### src/rtl/rope_rasterizer.sv
// Walks a polyline of NODES points with Bresenham and streams the visible pixels of one frame.
// Latency: first pixel is presented two cycles after start is accepted; one bubble cycle per segment.
// Backpressure: a presented pixel holds until pix_ready; off-screen points are skipped at one per cycle.
module rope_rasterizer #(
    parameter int NODES    = 20,
    parameter int SCREEN_W = 640,
    parameter int SCREEN_H = 480
) (
    input  logic                clk,
    input  logic                reset,
    input  logic                start,
    input  logic [NODES*10-1:0] nodes_x,
    input  logic [NODES*10-1:0] nodes_y,
    output logic                pix_valid,
    output logic [9:0]          pix_x,
    output logic [9:0]          pix_y,
    input  logic                pix_ready,
    output logic                busy,
    output logic                done
);

    localparam int                SEG_W    = $clog2(NODES);
    localparam logic [SEG_W-1:0]  LAST_SEG = SEG_W'(NODES - 2);
    localparam logic signed [11:0] LIM_X   = 12'(SCREEN_W);
    localparam logic signed [11:0] LIM_Y   = 12'(SCREEN_H);

    typedef enum logic [1:0] {
        IDLE   = 2'd0,
        LOAD   = 2'd1,
        DRAW   = 2'd2,
        FINISH = 2'd3
    } state_t;

    state_t r_state;
    state_t w_state_nxt;

    // Frame snapshot, frozen for the whole frame
    logic [NODES*10-1:0] r_nx;
    logic [NODES*10-1:0] r_ny;
    logic [SEG_W-1:0]    r_seg;
    logic [SEG_W-1:0]    w_seg_nxt;

    // Walker state for the current segment
    logic signed [11:0] r_cx, r_cy;
    logic signed [11:0] r_ex, r_ey;
    logic signed [11:0] r_dx, r_dy;
    logic signed [11:0] r_sx, r_sy;
    logic signed [11:0] r_err;

    logic [9:0] w_node_x [NODES];
    logic [9:0] w_node_y [NODES];

    genvar g;
    for (g = 0; g < NODES; g++) begin : g_unpack
        assign w_node_x[g] = r_nx[g*10 +: 10];
        assign w_node_y[g] = r_ny[g*10 +: 10];
    end

    assign w_seg_nxt = r_seg + 1'b1;

    // Segment setup terms (used in LOAD)
    logic signed [11:0] w_x0, w_y0, w_x1, w_y1;
    logic signed [11:0] w_ld_dx, w_ld_dy, w_ld_sx, w_ld_sy;
    logic               w_ld_zero;

    assign w_x0 = {2'b00, w_node_x[r_seg]};
    assign w_y0 = {2'b00, w_node_y[r_seg]};
    assign w_x1 = {2'b00, w_node_x[w_seg_nxt]};
    assign w_y1 = {2'b00, w_node_y[w_seg_nxt]};

    // dx is a positive magnitude, dy a negative one, as the error term expects
    assign w_ld_dx   = (w_x1 >= w_x0) ? (w_x1 - w_x0) : (w_x0 - w_x1);
    assign w_ld_sx   = (w_x1 >= w_x0) ? 12'sd1 : -12'sd1;
    assign w_ld_dy   = (w_y1 >= w_y0) ? (w_y0 - w_y1) : (w_y1 - w_y0);
    assign w_ld_sy   = (w_y1 >= w_y0) ? 12'sd1 : -12'sd1;
    assign w_ld_zero = (w_ld_dx == 12'sd0) && (w_ld_dy == 12'sd0);

    // Bresenham step terms (used in DRAW)
    logic signed [11:0] w_e2, w_nx, w_ny, w_nerr;
    logic               w_step_x, w_step_y;
    logic               w_last_seg, w_at_end, w_next_end, w_inrange;
    logic               w_in_draw, w_adv, w_last_pt, w_seg_done;

    assign w_e2     = r_err <<< 1;
    assign w_step_x = (w_e2 >= r_dy);
    assign w_step_y = (w_e2 <= r_dx);
    assign w_nx     = w_step_x ? (r_cx + r_sx) : r_cx;
    assign w_ny     = w_step_y ? (r_cy + r_sy) : r_cy;
    assign w_nerr   = r_err + (w_step_x ? r_dy : 12'sd0) + (w_step_y ? r_dx : 12'sd0);

    assign w_last_seg = (r_seg == LAST_SEG);
    assign w_at_end   = (r_cx == r_ex) && (r_cy == r_ey);
    assign w_next_end = (w_nx == r_ex) && (w_ny == r_ey);
    assign w_inrange  = (r_cx < LIM_X) && (r_cy < LIM_Y);
    assign w_in_draw  = (r_state == DRAW);
    // Clipped points never wait for the writer
    assign w_adv      = w_in_draw && (!w_inrange || pix_ready);
    // Only the final segment ever sits on its own end point
    assign w_last_pt  = w_last_seg && w_at_end;
    // Leave a non-final segment before reaching the shared node, so it is drawn once
    assign w_seg_done = !w_last_seg && w_next_end;

    assign pix_x = r_cx[9:0];
    assign pix_y = r_cy[9:0];

    // State register
    always_ff @(posedge clk or negedge reset) begin
        if (!reset) begin
            r_state <= IDLE;
        end else begin
            r_state <= w_state_nxt;
        end
    end

    // Next-state and control outputs
    always_comb begin
        w_state_nxt = r_state;
        busy        = 1'b0;
        done        = 1'b0;
        pix_valid   = 1'b0;
        case (r_state)
            IDLE: begin
                if (start) begin
                    w_state_nxt = LOAD;
                end
            end
            LOAD: begin
                busy = 1'b1;
                // Zero-length interior segments are skipped straight to the next LOAD
                if (!(w_ld_zero && !w_last_seg)) begin
                    w_state_nxt = DRAW;
                end
            end
            DRAW: begin
                busy      = 1'b1;
                pix_valid = w_inrange;
                if (w_adv) begin
                    if (w_last_pt) begin
                        w_state_nxt = FINISH;
                    end else if (w_seg_done) begin
                        w_state_nxt = LOAD;
                    end
                end
            end
            FINISH: begin
                busy        = 1'b1;
                done        = 1'b1;
                w_state_nxt = IDLE;
            end
            default: begin
                w_state_nxt = IDLE;
            end
        endcase
    end

    // Snapshot, segment setup and walker datapath
    always_ff @(posedge clk or negedge reset) begin
        if (!reset) begin
            r_nx  <= '0;
            r_ny  <= '0;
            r_seg <= '0;
            r_cx  <= '0;
            r_cy  <= '0;
            r_ex  <= '0;
            r_ey  <= '0;
            r_dx  <= '0;
            r_dy  <= '0;
            r_sx  <= '0;
            r_sy  <= '0;
            r_err <= '0;
        end else begin
            case (r_state)
                IDLE: begin
                    if (start) begin
                        r_nx  <= nodes_x;
                        r_ny  <= nodes_y;
                        r_seg <= '0;
                    end
                end
                LOAD: begin
                    r_cx  <= w_x0;
                    r_cy  <= w_y0;
                    r_ex  <= w_x1;
                    r_ey  <= w_y1;
                    r_dx  <= w_ld_dx;
                    r_dy  <= w_ld_dy;
                    r_sx  <= w_ld_sx;
                    r_sy  <= w_ld_sy;
                    r_err <= w_ld_dx + w_ld_dy;
                    if (w_ld_zero && !w_last_seg) begin
                        r_seg <= w_seg_nxt;
                    end
                end
                DRAW: begin
                    if (w_adv && !w_last_pt) begin
                        if (w_seg_done) begin
                            r_seg <= w_seg_nxt;
                        end else begin
                            r_cx  <= w_nx;
                            r_cy  <= w_ny;
                            r_err <= w_nerr;
                        end
                    end
                end
                default: begin
                end
            endcase
        end
    end

endmodule

### config.mk
export PLATFORM = sky130hd
export DESIGN_NAME = rope_rasterizer
export DESIGN_NICKNAME = d
export VERILOG_FILES = /design/src/rtl/rope_rasterizer.sv
export SDC_FILE = /design/constraint.sdc
export NUM_CORES = 1
export LEC_CHECK = 0
export CAP_MARGIN = 5
export CORE_ASPECT_RATIO = 0.75
export CORE_MARGIN = 2
export CORE_UTILIZATION = 60
export DETAILED_ROUTE_END_ITERATION = 10
export GPL_TIMING_DRIVEN = 0
export HOLD_SLACK_MARGIN = 0.02
export PLACE_DENSITY = 0.87
export SYNTH_ARGS = -nofsm -noshare
export SYNTH_HDL_FRONTEND = slang
export SYNTH_SLANG_ARGS = --single-unit
### constraint.sdc
create_clock -name clk -period 17.55 [get_ports clk]
set_input_delay 3.51 -clock clk [delete_from_list [all_inputs] [get_ports clk]]
set_output_delay 3.51 -clock clk [all_outputs]
set_load 0.05 [all_outputs]
==> flow_summary_export.csv, run 1 <==
group,metric,value,unit
floorplanning,top_level_ports,427,
placed_design,hpwl,88300,um
worst_setup_path,r2r_end,"r_err[10]$_DFFE_PN0P_",
layout,layout-drive-gt1-share,25.9,%
logic_synthesis,synthArstFlopShare,100,%
route,ant_nets,0,
route,drc_errors,0,
logic_synthesis,synth_warnings,0,
placed_design,dpl_worst_slack,6.86,ns
global_route,grt_start_max_net_pins,123,
layout,fin_area,37100,um^2
clocking,clockBufferDepth,3,
outcome,status,"completed",
route,dr.pass1.iters,8,
logic_synthesis,ys_seq_elements,487,
route,viasPerCell,7.03,
sta,tns,0,ns
sta,worstMarginPinSlew,1.36,ns
worst_setup_path,reg2reg_slack,6.24,ns
floorplanning,fp-row-count,71,
logic_synthesis,synth_area_leaders,"dfrtp_1 40%, mux4_2 16%, mux2_2 15%",
worst_setup_path,worst_ep_required_time,18.00,ns
clocking,insertion_delay,0.61,ns
logic_synthesis,yosys.cell_types.count,83,
worst_setup_path,cp.arrival,11.77,ns
layout,areaGrowthSynthToFinish,22.5,%
worst_hold_path,hold_depth,1,
logic_synthesis,ys_seq_area_share,40.2,%
clocking,numClockSinks,487,
floorplanning,initial_core_util,60.6,%
worst_setup_path,crit_end,"r_err[10]$_DFFE_PN0P_",
logic_synthesis,netlist_instances,2412,
clocking,numCtsBuffers,48,
global_route,grt_pass1_wl,166000,um
layout,mostFrequentLayoutCells,"487 x dfrtp_1, 425 x clkdlybuf4s50_1, 415 x mux2_2",
worst_setup_path,crit_type,"reg2reg",
global_route,grt.total_usage,43.6,%
logic_synthesis,synth_top_area_cell,"dfrtp_1",
placed_design,globalplace.congestion,1.03,
run,maxCapViolations,0,
placed_design,place_area,35500,um^2
sta,period_share,64.5,%
sta,drv_slew,0,
worst_setup_path,cp-startpoint,"r_seg[0]$_DFFE_PN0P_",
logic_synthesis,synth_area,30300,um^2
clocking,cts_resized,0,
sta,finalSetupViolations,0,
floorplanning,fp.dieArea,52400,um^2
floorplanning,coreArea,50000,um^2
clocking,root_buffer,"clkbuf_16",
floorplanning,die_h,199,um
logic_synthesis,syn_area_per_cell,12.6,um^2
logic_synthesis,syn_nets,2943,
worst_setup_path,crit_path_end_kind,"register",
global_route,first_global_vias,25300,
worst_setup_path,path_max_fanout,10,
placed_design,placement.io_buffers,426,
global_route,antenna_found_initial,30,
layout,finalNetCount,3424,
route,drt_wl_total,114000,um
sta,fmax,88.4,MHz
worst_setup_path,r2r-start,"r_seg[0]$_DFFE_PN0P_",
floorplanning,die_x,264,um
clocking,cts_tree,"yes",
worst_setup_path,rr_worst_depth,27,
clocking,holdBufCountCts,0,
sta,rsz0062_at_grt,"false",
sta,clock_skew,0.0276,ns
logic_synthesis,yosysTopAreaCellShare,40.2,%
route,wl_per_cell,31.5,um
clocking,h-tree-depth,2,
route,vias,25400,
sta,hold_ws,0.526,ns
logic_synthesis,synthFlopType,"dfrtp_1",
worst_hold_path,hp-class,"reg2reg",
clocking,post-cts-setup-buffers,0,
logic_synthesis,synth_edf_count,0,
global_route,gr-total-overflow,0,
sta,min_period,11.31,ns
worst_setup_path,start_kind,"register",
layout,layout_commonest_cell,"dfrtp_1",
sta,setup_ws,6.24,ns
sta,hold_violations,0,
clocking,clkTransAtPathRegs,0.07,ns
sta,slew_headroom,9.10,%
route,drt_iter0_markers,3882,
## logic make-up after synthesis
group,share of synthesized area [%]
DFF,40.2
AOI/OAI and AO/OA,8.56
buffers and inverters,3.91
muxes,33.8
xor gates and xnor gates,2.10
and+or+nand+nor,5.70
adders and majority gates,5.69
## per-layer routing
layer | GRT usage, % | up-vias | routed length (um)
li1 | - | 10100 | -
met1 | 60.8 | 12900 | 43800
met2 | 61.3 | 2058 | 47600
met3 | 14.8 | 357 | 16300
met4 | 22.0 | 2 | 6090
met5 | 0 | - | 10
## sequential cells by signal, summed over array words and instances, names as in the netlist
name     count
r_cx        12
r_seg        5
r_ex        10
r_sx         2
r_ey        10
r_dx        11
r_err       11
r_ny       200
r_sy         1
r_state      2
r_nx       200
r_cy        12
r_dy        11
## stage by stage
stage | util (%) | std cells
4_1_cts | 74.1 | 3580
3_3_place_gp | 70.8 | 3495
5_1_grt | 74.2 | 3609
3_5_place_dp | 71.0 | 3499
6_report | 74.3 | 3612
2_1_floorplan | - | 2412
## cell type report
| class | instances | area (um^2) |
|---|---|---|
| clock buffer | 67 | 1340 |
| multi-input combinational | 1635 | 16900 |
| buffer | 169 | 732 |
| tap | 657 | 822 |
| timing repair buffer | 431 | 4390 |
| fill | 3206 | 12900 |
| antenna | 31 | 77.6 |
| sequential | 487 | 12200 |
| inverter | 121 | 454 |
| clock inverter | 14 | 189 |
## worst min path at each step
stage	startpoint	end	slack, ns
after floorplan	r_sx[0]$_DFFE_PN0N_	r_sx[0]$_DFFE_PN0N_	0.47
after CTS	r_nx[53]$_DFFE_PN0P_	r_nx[53]$_DFFE_PN0P_	0.52
after global routing	r_ny[134]$_DFFE_PN0P_	r_ny[134]$_DFFE_PN0P_	0.53
after global placement	r_ny[175]$_DFFE_PN0P_	r_ny[175]$_DFFE_PN0P_	0.50
after detailed placement	r_nx[53]$_DFFE_PN0P_	r_nx[53]$_DFFE_PN0P_	0.51
final	r_nx[53]$_DFFE_PN0P_	r_nx[53]$_DFFE_PN0P_	0.53
## Yosys cell counts (12+ instances only)
master      n
a211oi_1   14
a21o_1     34
a21oi_1   102
a221o_1    16
a22oi_1    20
a32oi_1    22
and2_1     12
buf_1      25
buf_4      20
clkbuf_1  117
dfrtp_1   487
fa_1       18
ha_1      109
inv_1     120
mux2_2    415
mux2i_1    58
mux4_2    220
nand2_1   110
nand3_1    24
nand4_1    17
nor2_1    104
nor3_1     27
o21ai_0    60
xnor2_1    45
xor2_1     25
## critical path, cell delays in order (launching register included)
cell       delay [ns]
dfrtp_1          0.35
clkbuf_1         0.36
clkbuf_1         0.50
buf_1            0.68
clkbuf_1         0.78
inv_1            0.19
ha_1             0.41
clkbuf_1         0.47
clkbuf_1         0.92
clkbuf_1         0.75
mux4_2           0.45
a32oi_1          0.75
ha_1             0.36
clkbuf_1         0.18
a21oi_1          0.22
o31ai_1          0.11
a21oi_1          0.39
o21a_1           0.24
buf_6            0.19
mux2i_1          0.46
inv_1            0.17
fa_1             0.48
a21o_1           0.24
a2111o_1         0.44
nand2_1          0.12
o211ai_1         0.13
a2111oi_0        0.62
o21ai_0          0.18
Power of run 1 is left out: the tool's default activity adds up to more than one toggle a clock period on the data nets, which glitch-free logic cannot reach.
==> run 2, diff against run 1 <==
CORE_UTILIZATION = 56   (was 60)
PLACE_DENSITY = 0.82   (was 0.87)
clock period = 10.5 ns   (was 17.55 ns; I/O delays follow)
==> run 2 against run 1 <==
First-iteration DRC count decreased by 1.6%. Sequential cell count unchanged. Sequential share of layout area fell by 0.27 points. Global-route usage is 3.9 points lower. Hold slack worse by 0.0039 ns. Critical path depth decreased by 1. Final area increased by 0.84%. Setup slack worse by 5.9 ns. Via count up 0.65%. Largest cell class unchanged.
==> flow_summary_export.csv, run 2 (synthesis gave the netlist of run 1 again) <==
group,metric,value,unit
sta,hold_violations,0,
global_route,gr-total-overflow,0,
route,drt_wl_total,112000,um
clocking,holdBufCountCts,0,
clocking,post-cts-setup-buffers,0,
global_route,grt_start_max_net_pins,118,
placed_design,placement.io_buffers,426,
floorplanning,coreArea,53200,um^2
layout,instances_no_fill,3680,
floorplanning,die_x,273,um
sta,worstMarginPinSlew,1.34,ns
route,viasPerCell,6.94,
route,ant_nets,0,
sta,period_share,96.6,%
layout,layout-drive-gt1-share,26.5,%
sta,fmax,98.5,MHz
global_route,grt.total_usage,39.8,%
layout,layout_commonest_cell,"dfrtp_1",
sta,min_period,10.15,ns
worst_hold_path,hp-class,"reg2reg",
floorplanning,top_level_ports,427,
worst_setup_path,reg2reg_slack,0.35,ns
global_route,grt_pass1_wl,162000,um
layout,mostFrequentLayoutCells,"487 x dfrtp_1, 425 x clkdlybuf4s50_1, 415 x mux2_2",
sta,slew_headroom,10.4,%
route,vias,25500,
route,dr.pass1.iters,6,
layout,top_regs,"r_nx (200), r_ny (200)",
outcome,status,"completed",
clocking,h-tree-depth,2,
clocking,root_buffer,"clkbuf_16",
worst_setup_path,worst_ep_required_time,11.00,ns
sta,tns,0,ns
worst_hold_path,hold_end,"r_nx[54]$_DFFE_PN0P_",
clocking,clkTransAtPathRegs,0.07,ns
worst_setup_path,start_kind,"register",
sta,rsz0062_at_grt,"false",
placed_design,globalplace.congestion,1.04,
layout,finalNetCount,3426,
worst_hold_path,hold_depth,1,
worst_setup_path,crit_path_end_kind,"register",
worst_setup_path,r2r_end,"r_seg[1]$_DFFE_PN0P_",
worst_setup_path,r2r-start,"r_seg[0]$_DFFE_PN0P_",
run,maxCapViolations,0,
global_route,first_global_vias,25100,
worst_setup_path,path_max_fanout,10,
placed_design,dpl.cell_count,3554,
sta,clock_skew,0.0284,ns
floorplanning,fp-row-count,73,
layout,areaGrowthSynthToFinish,23.5,%
worst_setup_path,cp-startpoint,"r_seg[0]$_DFFE_PN0P_",
clocking,insertion_delay,0.62,ns
worst_hold_path,hold_start,"r_nx[54]$_DFFE_PN0P_",
floorplanning,die_h,205,um
route,wl_per_cell,30.4,um
global_route,antenna_found_initial,34,
worst_setup_path,cp.arrival,10.64,ns
sta,finalSetupViolations,0,
clocking,numClockSinks,487,
clocking,cts_tree,"yes",
clocking,numCtsBuffers,48,
placed_design,hpwl,86200,um
clocking,clockBufferDepth,3,
floorplanning,initial_core_util,56.9,%
route,drc_errors,0,
sta,drv_slew,0,
worst_setup_path,rr_worst_depth,26,
floorplanning,fp.dieArea,56000,um^2
layout,nFillCells,3594,
route,drt_iter0_markers,3821,
worst_setup_path,crit_type,"reg2reg",
## run 2: cell types whose count changed in the layout (fill, tap and decap cells not counted), sizes merged
cell,delta
clkinv,+9
buf,+3
diode,+3
bufinv,+5
clkinvlp,+4
clkbuf,-11
## run 2: how the worst max path moves through the flow
stage                                       end  slack [ns]  cells after the start
final                      r_seg[1]$_DFFE_PN0P_        0.35                     26
after global routing      r_err[10]$_DFFE_PN0P_        0.21                     27
after CTS                 r_err[10]$_DFFE_PN0P_        0.19                     27
after detailed placement  r_err[10]$_DFFE_PN0P_       -0.04                     27
after global placement    r_nx[176]$_DFFE_PN0P_      -13.63                      1
after floorplan            r_seg[1]$_DFFE_PN0P_        3.30                     26
## run 2: through the flow
stage / hold slack (ns) / utilization, % / setup WS (ns) / instance area (um^2)
floorplan: 0.469 / - / 3.30 / 30300
global placement: 0.499 / 66.6 / -13.63 / 35500
detailed placement: 0.509 / 66.8 / -0.0353 / 35600
CTS: 0.525 / 70.1 / 0.185 / 37300
global route: 0.532 / 70.3 / 0.205 / 37400
finish: 0.523 / 70.3 / 0.352 / 37500
## run 2: metal layers
metal | global-route usage [%] | up-vias | share of wire (%)
met5 | 0 | - | 0.020
met4 | 21.5 | 4 | 5.9
met3 | 12.4 | 389 | 14
met2 | 56.9 | 2206 | 42
met1 | 54.4 | 12900 | 38
li1 | - | 10100 | -
## run 2: worst max-delay path, cell delays in order, from the launching register on
cell and delay (ns):
dfrtp_1 0.35, clkbuf_1 0.31, clkbuf_1 0.47, clkbuf_2 0.46, clkbuf_2 0.48, inv_1 0.14
ha_1 0.36, clkbuf_1 0.60, clkbuf_1 0.92, mux4_2 0.44, mux2i_1 0.40, nand2_1 0.11
a32oi_1 0.47, ha_1 0.22, clkbuf_1 0.31, nand3_1 0.18, o41a_1 0.50, nand2_1 0.14
buf_2 0.31, mux2i_1 0.27, xor2_1 0.66, nand4_1 0.14, or4_1 0.67, o21a_1 0.28
or3_1 0.37, buf_6 0.14, mux2_4 0.29
## run 2: area by class of cell
cell class	instances	area [um^2]	area share [%]
multi-input combinational	1635	16900	45.3
sequential	487	12200	32.5
timing repair buffer	433	4420	11.8
clock buffer	57	1290	3.43
tap	712	891	2.38
buffer	169	736	1.96
inverter	121	454	1.21
clock inverter	32	439	1.17
antenna	34	85.1	0.227
## run 2: timing repair
item,CTS,global route
gates resized for setup,1,9
endpoints found under the setup margin,2,11
cloned,0,0
Power of run 2 is left out for the same reason.
